<file path="config.mk">
export PLATFORM = sky130hd
export DESIGN_NAME = countdown_timer_flat
export DESIGN_NICKNAME = d
export VERILOG_FILES = /design/src/rtl/countdown_timer_if.sv /design/src/rtl/countdown_timer.sv /design/src/flat_wrapper.sv
export SDC_FILE = /design/constraint.sdc
export NUM_CORES = 1
export LEC_CHECK = 0
export ABC_AREA = 0
export ABC_CLOCK_PERIOD_IN_PS = 3490
export CAP_MARGIN = 20
export CORE_MARGIN = 2
export CORE_UTILIZATION = 51
export CTS_BUF_LIST = sky130_fd_sc_hd__clkbuf_8
export CTS_CLUSTER_DIAMETER = 60
export DETAILED_ROUTE_END_ITERATION = 12
export PLACE_DENSITY = 0.81
export SLEW_MARGIN = 25
export SYNTH_ARGS = -nofsm -noshare
export SYNTH_HDL_FRONTEND = slang
export SYNTH_SLANG_ARGS = --single-unit
</file>
<file path="constraint.sdc">
create_clock -name clk -period 3.49 [get_ports clk]
set_clock_uncertainty 0.15 [all_clocks]
set_input_delay 0.698 -clock clk [delete_from_list [all_inputs] [get_ports clk]]
set_output_delay 0.698 -clock clk [all_outputs]
set_load 0.02 [all_outputs]
</file>
<file path="src/rtl/countdown_timer_if.sv">
// countdown_timer_if: control/status bundle between game control and the MM:SS countdown timer.
`default_nettype none

interface countdown_timer_if;
  logic        load;
  logic [7:0]  load_min;
  logic [7:0]  load_sec;
  logic        start;
  logic        pause;
  logic [15:0] time_bcd;
  logic        running;
  logic        time_up;
  logic        expire_pulse;
  logic [6:0]  hex0;
  logic [6:0]  hex1;
  logic [6:0]  hex2;
  logic [6:0]  hex3;

  modport master (
    output load, load_min, load_sec, start, pause,
    input  time_bcd, running, time_up, expire_pulse, hex0, hex1, hex2, hex3
  );

  modport slave (
    input  load, load_min, load_sec, start, pause,
    output time_bcd, running, time_up, expire_pulse, hex0, hex1, hex2, hex3
  );
endinterface

`default_nettype wire

</file>
<file path="src/rtl/countdown_timer.sv">
// countdown_timer: loadable BCD MM:SS round timer with 1 Hz prescaler and active-low 7-seg outputs.
// Optional macro BLINK_ON_EXPIRE_EN blanks the display on alternate prescaler wraps while expired.
`default_nettype none

module countdown_timer #(
  parameter logic [27:0] TICK_COUNT = 28'd49_999_999
) (
  input  wire                clk,
  input  wire                resetn,
  countdown_timer_if.slave   bus
);

  localparam logic [1:0] ST_IDLE    = 2'd0;
  localparam logic [1:0] ST_RUN     = 2'd1;
  localparam logic [1:0] ST_PAUSE   = 2'd2;
  localparam logic [1:0] ST_EXPIRED = 2'd3;

  logic [1:0]  state_q,  state_d;
  logic [15:0] time_q,   time_d;
  logic [27:0] presc_q,  presc_d;
  logic        expire_q, expire_d;
  logic [15:0] time_dec;
`ifdef BLINK_ON_EXPIRE_EN
  logic        blink_q,  blink_d;
`endif

  function automatic logic [7:0] clamp_field(input logic [7:0] f);
    return (f[7:4] > 4'd5 || f[3:0] > 4'd9) ? 8'h59 : f;
  endfunction

  function automatic logic [15:0] dec_time(input logic [15:0] t);
    logic [15:0] r;
    r = t;
    if (t[3:0] != 4'd0) begin
      r[3:0] = t[3:0] - 4'd1;
    end else if (t[7:4] != 4'd0) begin
      r[7:4] = t[7:4] - 4'd1;
      r[3:0] = 4'd9;
    end else if (t[15:8] != 8'h00) begin
      r[7:0] = 8'h59;
      if (t[11:8] != 4'd0) begin
        r[11:8] = t[11:8] - 4'd1;
      end else begin
        r[15:12] = t[15:12] - 4'd1;
        r[11:8]  = 4'd9;
      end
    end
    return r;
  endfunction

  function automatic logic [6:0] seg7(input logic [3:0] d);
    logic [6:0] s;
    case (d)
      4'd0:    s = 7'h40;
      4'd1:    s = 7'h79;
      4'd2:    s = 7'h24;
      4'd3:    s = 7'h30;
      4'd4:    s = 7'h19;
      4'd5:    s = 7'h12;
      4'd6:    s = 7'h02;
      4'd7:    s = 7'h78;
      4'd8:    s = 7'h00;
      4'd9:    s = 7'h18;
      default: s = 7'h7F;
    endcase
    return s;
  endfunction

  assign time_dec = dec_time(time_q);

  always_comb begin
    state_d  = state_q;
    time_d   = time_q;
    presc_d  = presc_q;
    expire_d = 1'b0;
`ifdef BLINK_ON_EXPIRE_EN
    blink_d  = blink_q;
`endif
    if (bus.load) begin
      time_d  = {clamp_field(bus.load_min), clamp_field(bus.load_sec)};
      state_d = ST_IDLE;
      presc_d = TICK_COUNT;
`ifdef BLINK_ON_EXPIRE_EN
      blink_d = 1'b0;
`endif
    end else begin
      case (state_q)
        ST_IDLE: begin
          if (bus.start && time_q != 16'h0000) begin
            state_d = ST_RUN;
            presc_d = TICK_COUNT;
          end
        end
        ST_PAUSE: begin
          if (bus.start) state_d = ST_RUN;
        end
        ST_RUN: begin
          // A pause cycle freezes the prescaler before it can tick.
          if (bus.start) begin
            state_d = ST_RUN;
          end
          if (bus.pause && !bus.start) begin
            state_d = ST_PAUSE;
          end else if (presc_q == 28'd0) begin
            presc_d = TICK_COUNT;
            time_d  = time_dec;
            if (time_dec == 16'h0000) begin
              state_d  = ST_EXPIRED;
              expire_d = 1'b1;
            end
          end else begin
            presc_d = presc_q - 28'd1;
          end
        end
        default: begin
`ifdef BLINK_ON_EXPIRE_EN
          if (presc_q == 28'd0) begin
            presc_d = TICK_COUNT;
            blink_d = ~blink_q;
          end else begin
            presc_d = presc_q - 28'd1;
          end
`endif
        end
      endcase
    end
  end

  always_ff @(posedge clk) begin
    if (!resetn) begin
      state_q  <= ST_IDLE;
      time_q   <= 16'h0000;
      presc_q  <= TICK_COUNT;
      expire_q <= 1'b0;
`ifdef BLINK_ON_EXPIRE_EN
      blink_q  <= 1'b0;
`endif
    end else begin
      state_q  <= state_d;
      time_q   <= time_d;
      presc_q  <= presc_d;
      expire_q <= expire_d;
`ifdef BLINK_ON_EXPIRE_EN
      blink_q  <= blink_d;
`endif
    end
  end

  assign bus.time_bcd     = time_q;
  assign bus.running      = (state_q == ST_RUN);
  assign bus.time_up      = (state_q == ST_EXPIRED);
  assign bus.expire_pulse = expire_q;

`ifdef BLINK_ON_EXPIRE_EN
  assign bus.hex0 = blink_q ? 7'h7F : seg7(time_q[3:0]);
  assign bus.hex1 = blink_q ? 7'h7F : seg7(time_q[7:4]);
  assign bus.hex2 = blink_q ? 7'h7F : seg7(time_q[11:8]);
  assign bus.hex3 = blink_q ? 7'h7F : seg7(time_q[15:12]);
`else
  assign bus.hex0 = seg7(time_q[3:0]);
  assign bus.hex1 = seg7(time_q[7:4]);
  assign bus.hex2 = seg7(time_q[11:8]);
  assign bus.hex3 = seg7(time_q[15:12]);
`endif

endmodule

`default_nettype wire

</file>
<file path="src/flat_wrapper.sv">
// flat-port wrapper written by rule: the top's interface ports become plain ports
module countdown_timer_flat 
#(
  parameter logic [27:0] TICK_COUNT = 28'd49_999_999
)
  (clk, resetn, bus_load, bus_load_min, bus_load_sec, bus_start, bus_pause, bus_time_bcd, bus_running, bus_time_up, bus_expire_pulse, bus_hex0, bus_hex1, bus_hex2, bus_hex3);
  countdown_timer_if bus_i ();
  input  wire clk;
  input  wire resetn;
  input wire logic [$bits(bus_i.load)-1:0] bus_load;
  input wire logic [$bits(bus_i.load_min)-1:0] bus_load_min;
  input wire logic [$bits(bus_i.load_sec)-1:0] bus_load_sec;
  input wire logic [$bits(bus_i.start)-1:0] bus_start;
  input wire logic [$bits(bus_i.pause)-1:0] bus_pause;
  output wire logic [$bits(bus_i.time_bcd)-1:0] bus_time_bcd;
  output wire logic [$bits(bus_i.running)-1:0] bus_running;
  output wire logic [$bits(bus_i.time_up)-1:0] bus_time_up;
  output wire logic [$bits(bus_i.expire_pulse)-1:0] bus_expire_pulse;
  output wire logic [$bits(bus_i.hex0)-1:0] bus_hex0;
  output wire logic [$bits(bus_i.hex1)-1:0] bus_hex1;
  output wire logic [$bits(bus_i.hex2)-1:0] bus_hex2;
  output wire logic [$bits(bus_i.hex3)-1:0] bus_hex3;
  assign bus_i.load = bus_load;
  assign bus_i.load_min = bus_load_min;
  assign bus_i.load_sec = bus_load_sec;
  assign bus_i.start = bus_start;
  assign bus_i.pause = bus_pause;
  assign bus_time_bcd = bus_i.time_bcd;
  assign bus_running = bus_i.running;
  assign bus_time_up = bus_i.time_up;
  assign bus_expire_pulse = bus_i.expire_pulse;
  assign bus_hex0 = bus_i.hex0;
  assign bus_hex1 = bus_i.hex1;
  assign bus_hex2 = bus_i.hex2;
  assign bus_hex3 = bus_i.hex3;
  countdown_timer #(.TICK_COUNT(TICK_COUNT)) u_core (.clk(clk), .resetn(resetn), .bus(bus_i));
endmodule
</file>
==> results.json <==
{
  "outcome": "completed",
  "drc": 0,
  "final_area_mm2": 0.00592,
  "tns_ns": 0,
  "place_area_mm2": 0.00563,
  "power_density_mw_per_mm2": 352,
  "drv_cap": 0,
  "drive_gt1_share_pct": 16.4,
  "place_inst": 743,
  "first_iter_violations": 360,
  "syn_inst": 538,
  "drv_slew": 0,
  "postSynth.asyncResetShare_pct": 0,
  "required_ns": 3.58,
  "port_buffers": 67,
  "rows": 34,
  "hp-class": "flip-flop to flip-flop",
  "layout_common_cells": "dfxtp_1 (75), clkdlybuf4s50_1 (67), buf_4 (51)",
  "antennaDiodeCount": 0,
  "hold_violations": 0,
  "dp_hpwl_um": 9380,
  "crit_arrival_ns": 3.50,
  "critPathCaptureType": "flip-flop",
  "cts_buffers": 9,
  "fmax_mhz": 293,
  "r2r_slack_ns": 0.08,
  "grt_pass1_vias": 4298,
  "synth_top_flop_cell": "dfxtp_1",
  "layout_commonest_cell": "dfxtp_1",
  "antenna_found_initial": 0,
  "start_kind": "flip-flop",
  "start_util_pct": 52.2,
  "root_buffer": "clkbuf_8",
  "die_w_um": 98.0,
  "ys_warn_count": 0,
  "rr_startpoint": "u_core.presc_q[14]",
  "grtUsageTotal_pct": 25.9,
  "syn_area_mm2": 0.00451,
  "area_delta_synth_final_pct": 31.3,
  "num_io_pins": 68,
  "die_area_mm2": 0.00961,
  "fin_crit_sh_pct": 97.7,
  "cts_htree_levels": 3,
  "ys_types": 71,
  "maxSlewHeadroom_pct": 60.8,
  "synth_edf_count": 0,
  "detail_route.wl_per_cell_um": 16.4,
  "final_cell_count_no_fill": 760,
  "via_per_inst": 5.85,
  "grt_start_max_net_pins": 25,
  "synth_nets": 590,
  "finalPower_uw": 2090,
  "antenna_left": 0,
  "gp_congestion": 0.948,
  "period_minus_slack_ns": 3.41,
  "crit_start": "u_core.presc_q[14]",
  "crit_fanout": 7,
  "syn_avg_cell_area_um2": 8.38,
  "firstDrtPassIters": 5,
  "yosys_register_bits": 75,
  "grt-ovfl-total": 0,
  "grt_pass1_wl_um": 20700,
  "ir_worst_vdd_v": 0.000172,
  "reg2regPathDepth": 9,
  "path_clk_slew_ns": 0.09,
  "num-nets-final": 699,
  "seq_area_frac_synth_pct": 33.3,
  "tritoncts": "yes",
  "core_area_mm2": 0.00864,
  "vias": 4444,
  "critical_path_class": "flip-flop to flip-flop",
  "tightest_slew_ns": 0.585,
  "clock_path_buffers": 2,
  "critPathCapture": "u_core.bus.hex3[2]",
  "insertion_delay_ns": 0.35,
  "dieHeight_um": 98.0,
  "worstReg2RegEnd": "u_core.bus.hex3[2]",
  "clkSinkCount": 75,
  "p_leak_uw": 0.00227,
  "setup_viol": 0,
  "routed_wl_um": 12500
}
==> cell usage after synthesis (all sizes together) (3+ instances only) <==
cell type	number	area share [%]
dfxtp	75	33
nand2	40	3.3
nor2	36	3.0
a21oi	35	3.9
o21ai	33	3.9
inv	32	2.7
ha	31	8.6
nor3	24	3.1
nor4	20	3.2
clkbuf	16	1.3
mux2i	16	3.6
nand3	14	1.6
xnor2	14	2.7
or3	12	1.7
nand2b	11	1.5
or4	10	1.8
xor2	10	1.9
nor2b	9	1.2
nand4	8	1.1
o21a	7	1.2
a31oi	6	0.97
buf	6	0.86
a2bb2oi	5	0.97
and2	5	0.69
o211ai	5	0.94
o31ai	4	0.78
or2	4	0.55
or3b	4	0.78
a22o	3	0.78
a22oi	3	0.50
and3	3	0.42
mux2	3	0.75
nor3b	3	0.50
==> what timing repair did <==
| action | in CTS | in global routing |
|---|---|---|
| endpoints found under the setup margin | 13 | 20 |
| gates resized for setup | 2 | 17 |
| buffers inserted | 0 | 1 |
| cloned | 0 | 0 |
| hold buffers | 0 | 0 |
| pin swaps | 0 | 6 |
==> sequential cells by signal (all words and copies together) (netlist names) <==
register,cells
u_core.presc_q,28
u_core.bus.time_bcd,16
u_core.state_q,2
u_core.bus.hex2,7
u_core.bus.expire_pulse,1
u_core.bus.hex1,7
u_core.bus.hex3,7
u_core.bus.hex0,7
==> layout make-up <==
type / instances / area, um2
Clock buffer: 9 / 124
Clock inverter: 7 / 68.8
Fill cell: 709 / 2720
Inverter: 33 / 124
Multi-Input combinational cell: 408 / 2880
Sequential cell: 75 / 1500
Tap cell: 108 / 135
Timing Repair Buffer: 120 / 1080
==> routing by layer <==
| layer | part of all wire (%) | global-route usage, % | vias up | wire, um |
|---|---|---|---|---|
| li1 | - | - | 2157 | - |
| met1 | 45 | 34.6 | 2108 | 5590 |
| met2 | 48 | 43.3 | 166 | 5960 |
| met3 | 6.3 | 4.65 | 13 | 784 |
| met4 | 1.0 | 6.73 | 0 | 126 |
| met5 | 0 | 0 | - | 0 |
==> kinds of logic (layout without fill, tap and decap cells) <==
logic type | count (synthesis) | count (layout) | synth area share, %
AND/OR/NAND/NOR | 211 | 211 | 26.1
AO/OA/AOI/OAI | 123 | 123 | 18.1
flip-flops | 75 | 75 | 33.3
buffers and inverters | 55 | 169 | 4.94
adder cells (fa/ha/maj) | 31 | 31 | 8.60
XOR/XNOR | 24 | 24 | 4.66
multiplexers | 19 | 19 | 4.30
==> worst max-delay path: stages (launching register included) <==
cell	delay (ns)
dfxtp_1	0.32
or4_4	0.55
or4b_4	0.59
or4_4	0.59
buf_4	0.20
a22o_4	0.23
o21ai_4	0.18
inv_2	0.08
nor3_2	0.30
nor2_1	0.09
==> worst min path at each step <==
stage	start	end	slack, ns	cells past startpoint
after floorplan	u_core.presc_q[27]	u_core.presc_q[27]	0.30	2
after global placement	u_core.presc_q[27]	u_core.presc_q[27]	0.31	2
after detailed placement	u_core.presc_q[26]	u_core.presc_q[26]	0.34	2
after CTS	u_core.presc_q[26]	u_core.presc_q[26]	0.35	2
after global routing	u_core.presc_q[26]	u_core.presc_q[26]	0.37	2
final	u_core.presc_q[27]	u_core.presc_q[27]	0.37	2
==> metrics by stage <==
| step | utilization, % | hold slack [ns] | worst slack, ns |
|---|---|---|---|
| detailed placement | 65.2 | 0.339 | -0.0843 |
| finish | 68.5 | 0.367 | 0.0796 |
| CTS | 67.5 | 0.352 | 0.00199 |
| global route | 68.5 | 0.373 | -0.00826 |
| global placement | 65.2 | 0.314 | 0.0200 |
| floorplan | - | 0.303 | 0.0261 |
==> power by group <==
group / internal (uW) / switching, uW / leakage, uW / total [uW]
Sequential: 898 / 26.1 / 0.000616 / 924
Clock: 328 / 345 / 0.0000950 / 672
Combinational: 226 / 262 / 0.00156 / 489
Total: 1450 / 633 / 0.00227 / 2090
Note: power is estimated with default switching activity, not from simulation.
